===== src/rtl/instr_dispatch.sv =====
// instr_dispatch: FIFO-buffered opcode decoder dispatching to EU/BIU/FCU via req/ack/done.
// Optional watchdog abort enabled by DISPATCH_TIMEOUT_EN.
module instr_dispatch #(
    parameter int IR_W    = 32,
    parameter int OPC_MSB = 21,
    parameter int DEPTH   = 4,
    parameter int TO_CYC  = 255
) (
    input  logic            clk,
    input  logic            rst,
    input  logic            cs,
    input  logic [IR_W-1:0] ir,
    output logic            in_ready,
    output logic            cs_eu,
    output logic            cs_biu,
    output logic            cs_fcu,
    output logic [1:0]      sel_eu,
    output logic [1:0]      sel_biu,
    output logic            sel_fcu,
    input  logic            ready_eu,
    input  logic            ready_bus,
    input  logic            ready_fcu,
    output logic            done,
    output logic [2:0]      done_cls,
    output logic            err_illegal,
    output logic            err_timeout,
    output logic            busy
);
    localparam int AW = $clog2(DEPTH);
    localparam logic [2:0] ILL = 3'd7;

    typedef enum logic [1:0] {IDLE, ISSUE, EXEC, RETIRE} state_t;

    function automatic logic [2:0] decode(input logic [5:0] op);
        return !op[5] ? 3'd0 : !op[4] ? 3'd1 : !op[3] ? 3'd2 :
               !op[2] ? 3'd3 : !op[1] ? 3'd4 : !op[0] ? 3'd5 : ILL;
    endfunction

    state_t      state;
    logic [2:0]  mem [DEPTH];
    logic [AW-1:0] wptr, rptr;
    logic [AW:0] count;
    logic [2:0]  cls, head;
    logic [1:0]  hd_sel_eu;
    logic        push, pop, rdy, is_biu, is_fcu, hd_eu, hd_biu, timeout;

    // FIFO stores the decoded class; only the opcode matters downstream
    assign in_ready  = count != (AW+1)'(DEPTH);
    assign push      = cs && in_ready;
    assign head      = mem[rptr];
    assign busy      = count != '0 || state != IDLE;
    assign hd_eu     = head == 3'd0 || head == 3'd4 || head == 3'd5;
    assign hd_biu    = head == 3'd1 || head == 3'd2;
    assign hd_sel_eu = head == 3'd4 ? 2'b01 : head == 3'd5 ? 2'b10 : 2'b00;
    assign is_fcu    = cls == 3'd3;
    assign is_biu    = cls == 3'd1 || cls == 3'd2;
    assign rdy       = is_fcu ? ready_fcu : is_biu ? ready_bus : ready_eu;
    assign pop       = (state == IDLE && count != '0 && head == ILL) || state == RETIRE || timeout;
    assign sel_fcu   = 1'b0;

    always_ff @(posedge clk)
        if (push) mem[wptr] <= decode(ir[OPC_MSB -: 6]);

    always_ff @(posedge clk) begin
        if (rst) begin
            wptr  <= '0;
            rptr  <= '0;
            count <= '0;
        end else begin
            if (push) wptr <= wptr + AW'(1);
            if (pop) rptr <= rptr + AW'(1);
            count <= count + {{AW{1'b0}}, push} - {{AW{1'b0}}, pop};
        end
    end

`ifdef DISPATCH_TIMEOUT_EN
    localparam int TW = $clog2(TO_CYC + 1);
    logic [TW-1:0] cnt;
    assign timeout = (state == ISSUE || state == EXEC) && cnt == TW'(TO_CYC);
    always_ff @(posedge clk) begin
        if (rst) begin
            cnt         <= '0;
            err_timeout <= 1'b0;
        end else begin
            cnt         <= (state == ISSUE || state == EXEC) ? cnt + TW'(1) : '0;
            err_timeout <= timeout;
        end
    end
`else
    assign timeout     = 1'b0;
    assign err_timeout = 1'b0;
`endif

    always_ff @(posedge clk) begin
        if (rst) begin
            state       <= IDLE;
            cls         <= '0;
            cs_eu       <= 1'b0;
            cs_biu      <= 1'b0;
            cs_fcu      <= 1'b0;
            sel_eu      <= '0;
            sel_biu     <= '0;
            done        <= 1'b0;
            done_cls    <= '0;
            err_illegal <= 1'b0;
        end else begin
            done        <= 1'b0;
            err_illegal <= 1'b0;
            case (state)
                IDLE: if (count != '0) begin
                    if (head == ILL) err_illegal <= 1'b1;
                    else begin
                        state   <= ISSUE;
                        cls     <= head;
                        cs_eu   <= hd_eu;
                        cs_biu  <= hd_biu;
                        cs_fcu  <= head == 3'd3;
                        sel_eu  <= hd_sel_eu;
                        sel_biu <= {1'b0, head == 3'd2};
                    end
                end
                ISSUE: if (!rdy) begin
                    state  <= EXEC;
                    cs_eu  <= 1'b0;
                    cs_biu <= 1'b0;
                    cs_fcu <= 1'b0;
                end
                EXEC: if (rdy) state <= RETIRE;
                RETIRE: begin
                    state    <= IDLE;
                    done     <= 1'b1;
                    done_cls <= cls;
                    sel_eu   <= '0;
                    sel_biu  <= '0;
                end
            endcase
            // watchdog abort overrides whatever the handshake was doing
            if (timeout) begin
                state   <= IDLE;
                cs_eu   <= 1'b0;
                cs_biu  <= 1'b0;
                cs_fcu  <= 1'b0;
                sel_eu  <= '0;
                sel_biu <= '0;
            end
        end
    end
endmodule


===== config.mk =====
export PLATFORM = sky130hd
export DESIGN_NAME = instr_dispatch
export DESIGN_NICKNAME = d
export VERILOG_FILES = /design/src/rtl/instr_dispatch.sv
export SDC_FILE = /design/constraint.sdc
export NUM_CORES = 1
export LEC_CHECK = 0
export CORE_AREA = 2 2 65 67
export DETAILED_ROUTE_END_ITERATION = 12
export DIE_AREA = 0 0 67 69
export PLACE_DENSITY = 0.77
export SLEW_MARGIN = 20
export SYNTH_ARGS = -nofsm -noshare
export SYNTH_HDL_FRONTEND = slang
export SYNTH_SLANG_ARGS = --single-unit

===== constraint.sdc =====
create_clock -name clk -period 3.3 [get_ports clk]
set_clock_uncertainty 0.15 [all_clocks]
set_input_delay 0.66 -clock clk [delete_from_list [all_inputs] [get_ports clk]]
set_output_delay 0.66 -clock clk [all_outputs]
set_load 0.05 [all_outputs]

# Yosys cells after proc, flatten, opt, wreduce, memory -nomap -nowiden
# Memories as Yosys holds them, arrays and structs flattened. A register that Yosys moved wholly into a read port is not among the register bits.
# Index checks and enable logic that the tools add are counted.
# classes
bitwise_logic	3
eq_ne	17
mux	37
n_shift	0
div	0
n_mul	0
order_cmp	0
n_reduce_logical	20
add_sub_neg	4
# ops
op	count
2-bit 2-to-1 mux	14
1-bit 2-to-1 mux	13
3-bit by 2-bit equality test with 1-bit output (second input constant)	4
3-bit 2-to-1 mux	4
3-bit equality test (second input constant)	3
2-bit one-hot mux with 2 select lines	2
2-bit one-hot mux with 4 select lines	1
4-bit AND reduction	2
3-bit by 1-bit equality test with 1-bit output (second input constant)	2
1-bit logical OR	6
2-bit inequality test (second input constant)	3
1-bit one-hot mux with 2 select lines	3
3-bit AND reduction	2
2-bit nonzero test	3
2-bit by 1-bit adder with 2-bit output (second input constant)	2
2-bit equality test (second input constant)	2
3-bit by 1-bit adder with 3-bit output	1
1-bit logical AND	3
3-bit zero test	1
3-bit inequality test (second input constant)	1
1-bit inverter	3
3-bit nonzero test	1
3-bit OR reduction	1
3-bit by 1-bit subtractor with 3-bit output	1
3 further kinds	3
# totals
mem_count	1
regBits	24
wordCells	95
latch_bits	0
ram_bits	12
mem_bits_ro	0
out_inout_bits	16
# memory_table
name	words	word_bits	rd	rd_clocked_by_memory_dff	write_ports	line	rtl
mem	4	3	1	1	1	40	logic [2:0] mem [DEPTH];

# Longest topological paths before layout
# Gate-level depths: netlist of the first run.
# logic_depth
depth_word	6
mapped_depth	10
mapped_depth_nobuf	10

# Least setup slack after synthesis of the first run
# OpenSTA, ideal clock, no wires.
# synth_timing
path_type	register to register
from	register (tool-made name)
to	register count[2]
setup_ps	128
stages_incl_launch_ff	10
required_ps	3022
t_arrival_ps	2351
path_slack_ps	672
path_buffers	1
path_cell_list	dfxtp_1 mux4_2 buf_6 a41o_1 xnor2_1 ha_1 fa_1 xnor2_1 xnor2_1 nor2_1
# synth_rtl
item	line	rtl
end signal, assigned	72	count <= count + {{AW{1'b0}}, push} - {{AW{1'b0}}, pop};
end, declared	42	logic [AW:0] count;

# Final worst setup path of the first run
# layout_timing
from	register state[0]
to	output busy
# layout_via
elab_chain_cells	2
# layout_rtl
item	line	rtl
start, declared	39	state_t state;
start signal, assigned	96	state <= IDLE;
start signal, assigned	113	state <= ISSUE;
start signal, assigned	123	state <= EXEC;
2-bit nonzero test	51	assign busy = count != '0 || state != IDLE;
1-bit logical OR	51	
end, declared	27	output logic busy
# Every way passes these cells.

==> run metrics, run 1 <==
core area=3910 um^2; fin cells=241; Data arrival, critical path=2050 ps; overall routing resource usage=0.147; Yosys top cell area share=0.283; worst reg2reg endpoint=count[2]; Avg Cell Area, Syn=10.7 um^2; Routed WL per cell=12.3 um; most area-hungry cell type in the Yosys netlist=dfxtp_1; CTS H-Tree Depth=2; CTS Buf Count=5; min Tclk post-route=2860 ps; Clock Tree Root=clkbuf_8; Hold Path Origin=sel_eu[0]; Post-synth top flop=dfxtp_1; WHS=300 ps; clk buf depth=2; Overflow after GRT=0; Hold EP=sel_eu[0]; global-route wire length before repair=5150 um; # DRC=0; worst endpoint required time=2490 ps; final weighted congestion in routability-driven placement=0.790; Initial Util=0.451; Synth Area in Simple Gates=0.169; iteration count of the initial detailed-routing pass=4; Worst IR Drop VDD=0.306 mV; DR iter-0 viols=72; register area share after synthesis=0.487; Critical Path Sink Type=output pin; vias in the first global route=1109; max-slew violation count=0; DP Cell Count=233; total wire length=2960 um; DRT antenna net count=0; cell count after synthesis=165; leakage power=0.000806 uW; row cnt=23; Post-Synthesis Cell Area=1770 um^2; WS Path Type=flip-flop to output pin; via count=1234; die width=67 um; pin count of the biggest net entering global routing=18; unrepaired setup endpoints after global routing=no; Die ar.=4620 um^2; outcome=complete, no violations; Hold Violations, Final=0; Setup Viol. Count Final=0; hpwl dp=2240 um; CTS tree=done; warnings from Yosys=0; mux share of post-synthesis cell area=0.0673; Slew headroom=0.433; XOR/XNOR Fraction of Synth Area=0.0297; clock latency on the worst-skew pair=290 ps; largest fanout on the critical path=5; MaxCap Viol Count=0; Synth area leaders=dfxtp_1 28%, edfxtp_1 20%, ha_1 7.1%, nor2_1 4.0%, mux4_2 3.8%; Area growth, synth to finish=21.1%; # nets final=239; Hold Path Depth=2; Power Density=831 nW/um^2; Post-Route Utilization=0.547; Post-CTS Setup Inserts=0; CTS Hold Bufs=0; antenna cells=0; Die Height=69 um; largest family of logic cells by synthesized area=simple AND/OR/NAND/NOR gates; Reg clk slew, reported paths=80 ps; share of cells above drive strength 1=0.0838; worst-margin pin slew=844 ps; Netlist cell types=44; Max Clock Freq=0.350 GHz; cts repair resizes=0; Tcrit/Tclk final=0.866; DR vias/cell=5.12; final setup TNS=0 ps; post-synthesis adder-cell area fraction=0.0822; Synth Area in Compound Gates=0.111; post-synthesis async set-or-reset flop share=0; Tightest Hold Check Type=flip-flop to flip-flop; setup slack, reg-to-reg=550 ps; # clock sinks=37; initial antenna violation count=0; EDFF count, synth=12; PortBufs=24; reg2reg path depth=8; Synth Register Bits=37; IO Pins=54; nature of the critical path startpoint=flip-flop
[where the power goes]
| part | internal [uW] | total, uW | switching, uW |
|---|---|---|---|
| clock network | 226 | 391 | 165 |
| logic | 299 | 738 | 439 |
| registers | 561 | 648 | 86.9 |
| total | 1090 | 1780 | 690 |
[cell usage in the layout (no fill, tap or decap), drive strengths merged, types with 2 or more instances in the layout]
cell / instances
dfxtp: 25
clkdlybuf4s50: 24
nor2: 19
nand2: 13
edfxtp: 12
ha: 10
inv: 8
nor3: 6
o21ai: 6
clkbuf: 5
and3: 4
xnor2: 4
a21oi: 4
mux2i: 4
mux4: 3
nand3b: 3
nor2b: 3
conb: 3
a211oi: 3
nor3b: 2
xor2: 2
a21o: 2
o2bb2ai: 2
nand4: 2
nand2b: 2
a31oi: 2
[registers in the layout, summed over array words and instances, names as in the netlist, named ones only]
| name | flops |
|---|---|
| mem | 12 |
| cs_biu | 1 |
| state | 2 |
| err_illegal | 1 |
| wptr | 2 |
| count | 3 |
| cls | 3 |
| sel_eu | 2 |
| sel_biu | 1 |
| cs_fcu | 1 |
| done | 1 |
| cs_eu | 1 |
| done_cls | 3 |
| rptr | 2 |
[final cells by class]
cell class	count	area [um^2]
clock buffers	5	68.8
clock inverters	3	46.3
fillers	369	1770
inverters	8	30.0
multi-input cells	113	823
flip-flops and latches	37	861
well taps	50	62.6
repair buffers	25	248
[cells by family after synthesis]
kind of cell / count (synthesis)
other cells: 1
compound gates: 27
simple gates: 58
buf+inv: 17
fa+ha+maj: 11
mux: 8
xor+xnor: 6
flops: 37
[worst max path at each step]
stage | startpoint | endpoint | slack [ps] | cells past startpoint
5_1_grt | state[0] | busy | 330 | 4
6_report | state[0] | busy | 440 | 4
3_3_place_gp | flip-flop | count[2] | 560 | 8
2_1_floorplan | flip-flop | count[2] | 670 | 9
3_5_place_dp | flip-flop | count[2] | 540 | 8
4_1_cts | state[0] | busy | 430 | 4
[metal layers]
layer | up-vias | wire (um) | global-route usage
met3 | 7 | 134 | 0.0489
met4 | 0 | 67 | 0.0680
met1 | 570 | 1340 | 0.181
met2 | 28 | 1420 | 0.228
li1 | 629 | - | -
met5 | - | 0 | 0
[critical path, stage by stage (launching register included)]
cell             delay [ps]
dfxtp_1                 380
inv_1                   110
ha_1                    280
nand3b_1                160
clkdlybuf4s50_1         820
[metrics by stage]
step	power (uW)	instance area, um^2	setup WS, ps
3_3_place_gp	1390	2020	565
3_5_place_dp	1400	2020	541
6_report	1780	2140	442
2_1_floorplan	1230	1770	672
4_1_cts	1790	2140	434
5_1_grt	1900	2140	332
[synthesized netlist by cell type, types with 3 or more instances]
cell / instances
nor2_1: 19
mux4_2: 3
and3_1: 4
inv_1: 8
nor3_1: 6
buf_4: 3
edfxtp_1: 12
a21oi_1: 4
xnor2_1: 4
mux2i_1: 4
nand2_1: 13
clkbuf_1: 4
o21ai_0: 4
ha_1: 10
nand3b_1: 3
dfxtp_1: 25
nor2b_1: 3
(Power assumes the default switching activity.)
==> run 2: changes to the inputs <==
ABC_AREA = 1   (was default)
CAP_MARGIN = 40   (was default)
CORE_AREA = 2 2 61 77   (was 2 2 65 67)
DIE_AREA = 0 0 63 79   (was 0 0 67 69)
PLACE_DENSITY = 0.74   (was 0.77)
==> run metrics, run 2 <==
die width=63 um; Hold Path Origin=cs_fcu; Power Density=809 nW/um^2; Critical Path Start=state[0]; # nets final=310; fillcell total=441; Reg clk slew, reported paths=70 ps; EDFF count, synth=12; Routed WL per cell=10.6 um; DP Cell Count=312; max FFs per register=12; row cnt=27; Die ar.=4980 um^2; worst-margin pin slew=500 ps; vias in the first global route=1421; # clock sinks=37; CTS Hold Bufs=0; outcome=complete, no violations; max-slew violation count=0; CTS Buf Count=5; leakage power=0.000965 uW; CTS tree=done; cts repair resizes=0; warnings from Yosys=0; Die Height=79 um; Critical Path Sink Type=output pin; total wire length=3400 um; antenna cells=0; DR vias/cell=4.75; worst endpoint required time=2490 ps; nature of the critical path startpoint=flip-flop; Overflow after GRT=0; Initial Util=0.441; hpwl dp=2620 um; register area share after synthesis=0.455; share of cells above drive strength 1=0.0763; IO Pins=54; DR iter-0 viols=47; Multi-input gate area=871 um^2; via count=1521; Hold Violations, Final=0; overall routing resource usage=0.153; Tcrit/Tclk final=0.889; post-synthesis async set-or-reset flop share=0; core area=4290 um^2; Synth area leaders=dfxtp_1 26%, edfxtp_1 19%, nand2_1 8.3%, ha_1 6.6%, nor2_1 6.5%; # DRC=0; iteration count of the initial detailed-routing pass=4; most area-hungry cell type in the Yosys netlist=dfxtp_1; commonest non-fill, non-tap cell in the layout=nand2_1; final weighted congestion in routability-driven placement=0.797; count leader, synth=nand2_1; Avg Cell Area, Syn=8.08 um^2; Yosys top cell area share=0.265; WS Path Type=flip-flop to output pin; Max Clock Freq=0.341 GHz; most frequent cells in the layout=42 x nand2_1, 33 x nor2_1, 29 x inv_1; global-route wire length before repair=5930 um; MaxCap Viol Count=0; initial antenna violation count=0; fin cells=320; Slew headroom=0.665; unrepaired setup endpoints after global routing=no; Post-Synthesis Cell Area=1890 um^2; Post-synth top cells=42 x nand2_1, 33 x nor2_1, 29 x inv_1; pin count of the biggest net entering global routing=15; DRT antenna net count=0; Netlist cell types=27; Biggest register=mem; PortBufs=24; CTS H-Tree Depth=2; Area growth, synth to finish=19.3%; Worst IR Drop VDD=0.372 mV; Setup Viol. Count Final=0; Post-CTS Setup Inserts=0; min Tclk post-route=2930 ps; cell count after synthesis=234; Post-synth top flop=dfxtp_1; final setup TNS=0 ps; largest fanout on the critical path=4; clk buf depth=2; Tightest Hold Check Type=flip-flop to flip-flop; Data arrival, critical path=2120 ps; clock latency on the worst-skew pair=290 ps; Seq. cell area=861 um^2; Synth Register Bits=37; Clock Tree Root=clkbuf_8
==> run 2: cell types whose count changed in the layout (fill, tap and decap cells not counted), moves of 5 or more <==
cell     delta
a21oi_1    +14
inv_1      +21
nand2_1    +29
nand3_1    +18
nor2_1     +14
o21ai_0     +5
==> run 2: per-layer routing <==
metal | vias to the layer above | part of all wire | GRT usage
li1 | 800 | - | -
met1 | 683 | 0.42 | 0.159
met2 | 32 | 0.52 | 0.286
met3 | 6 | 0.028 | 0.0269
met4 | 0 | 0.025 | 0.0867
met5 | - | 0 | 0
==> run 2: cell type report <==
| cell class | count | area share |
|---|---|---|
| multi-input combinational | 161 | 0.386 |
| tap | 58 | 0.0322 |
| inverter | 32 | 0.0543 |
| clock buffer | 8 | 0.0399 |
| timing repair buffer | 24 | 0.106 |
| sequential | 37 | 0.381 |
==> run 2: cell families after synthesis <==
group	synth area share
XOR/XNOR	0.0139
AO/OA/AOI/OAI	0.0906
buffers and inverters	0.0886
other	0.00198
adder cells (fa/ha/maj)	0.0767
AND/OR/NAND/NOR	0.273
flip-flops	0.455
==> run 2: critical path: stages, from the launching register on <==
cell             delay [ps]
dfxtp_1                 390
inv_1                   100
ha_1                    220
inv_1                   160
nor2_1                  100
inv_1                    70
clkdlybuf4s50_1         800
==> run 2: stage by stage <==
| step | hold slack (ps) | setup slack (ps) | utilization | instance area [um^2] | total power [uW] |
|---|---|---|---|---|---|
| floorplan | 327 | 885 | - | 1900 | 1320 |
| global placement | 310 | 664 | 0.505 | 2170 | 1500 |
| detailed placement | 319 | 626 | 0.505 | 2170 | 1520 |
| CTS | 337 | 345 | 0.526 | 2260 | 1840 |
| global route | 382 | 236 | 0.526 | 2260 | 1980 |
| finish | 331 | 365 | 0.526 | 2260 | 1830 |
==> run 2: path summary, 6_finish.rpt <==
kind	endpoint	slack [ps]	depth (start not counted)
worst max-delay path	busy	370	6
worst min-delay path	cs_fcu	330	2
worst max register to register	count[2]	780	13
worst min register to register	cs_fcu	330	2
==> run 2: where the power goes <==
part	switching, uW	internal (uW)	total, uW	leakage, uW
sequential	71.9	567	639	0.000315
clock	153	170	323	0.0000455
combinational	564	300	863	0.000604
total	789	1040	1830	0.000965
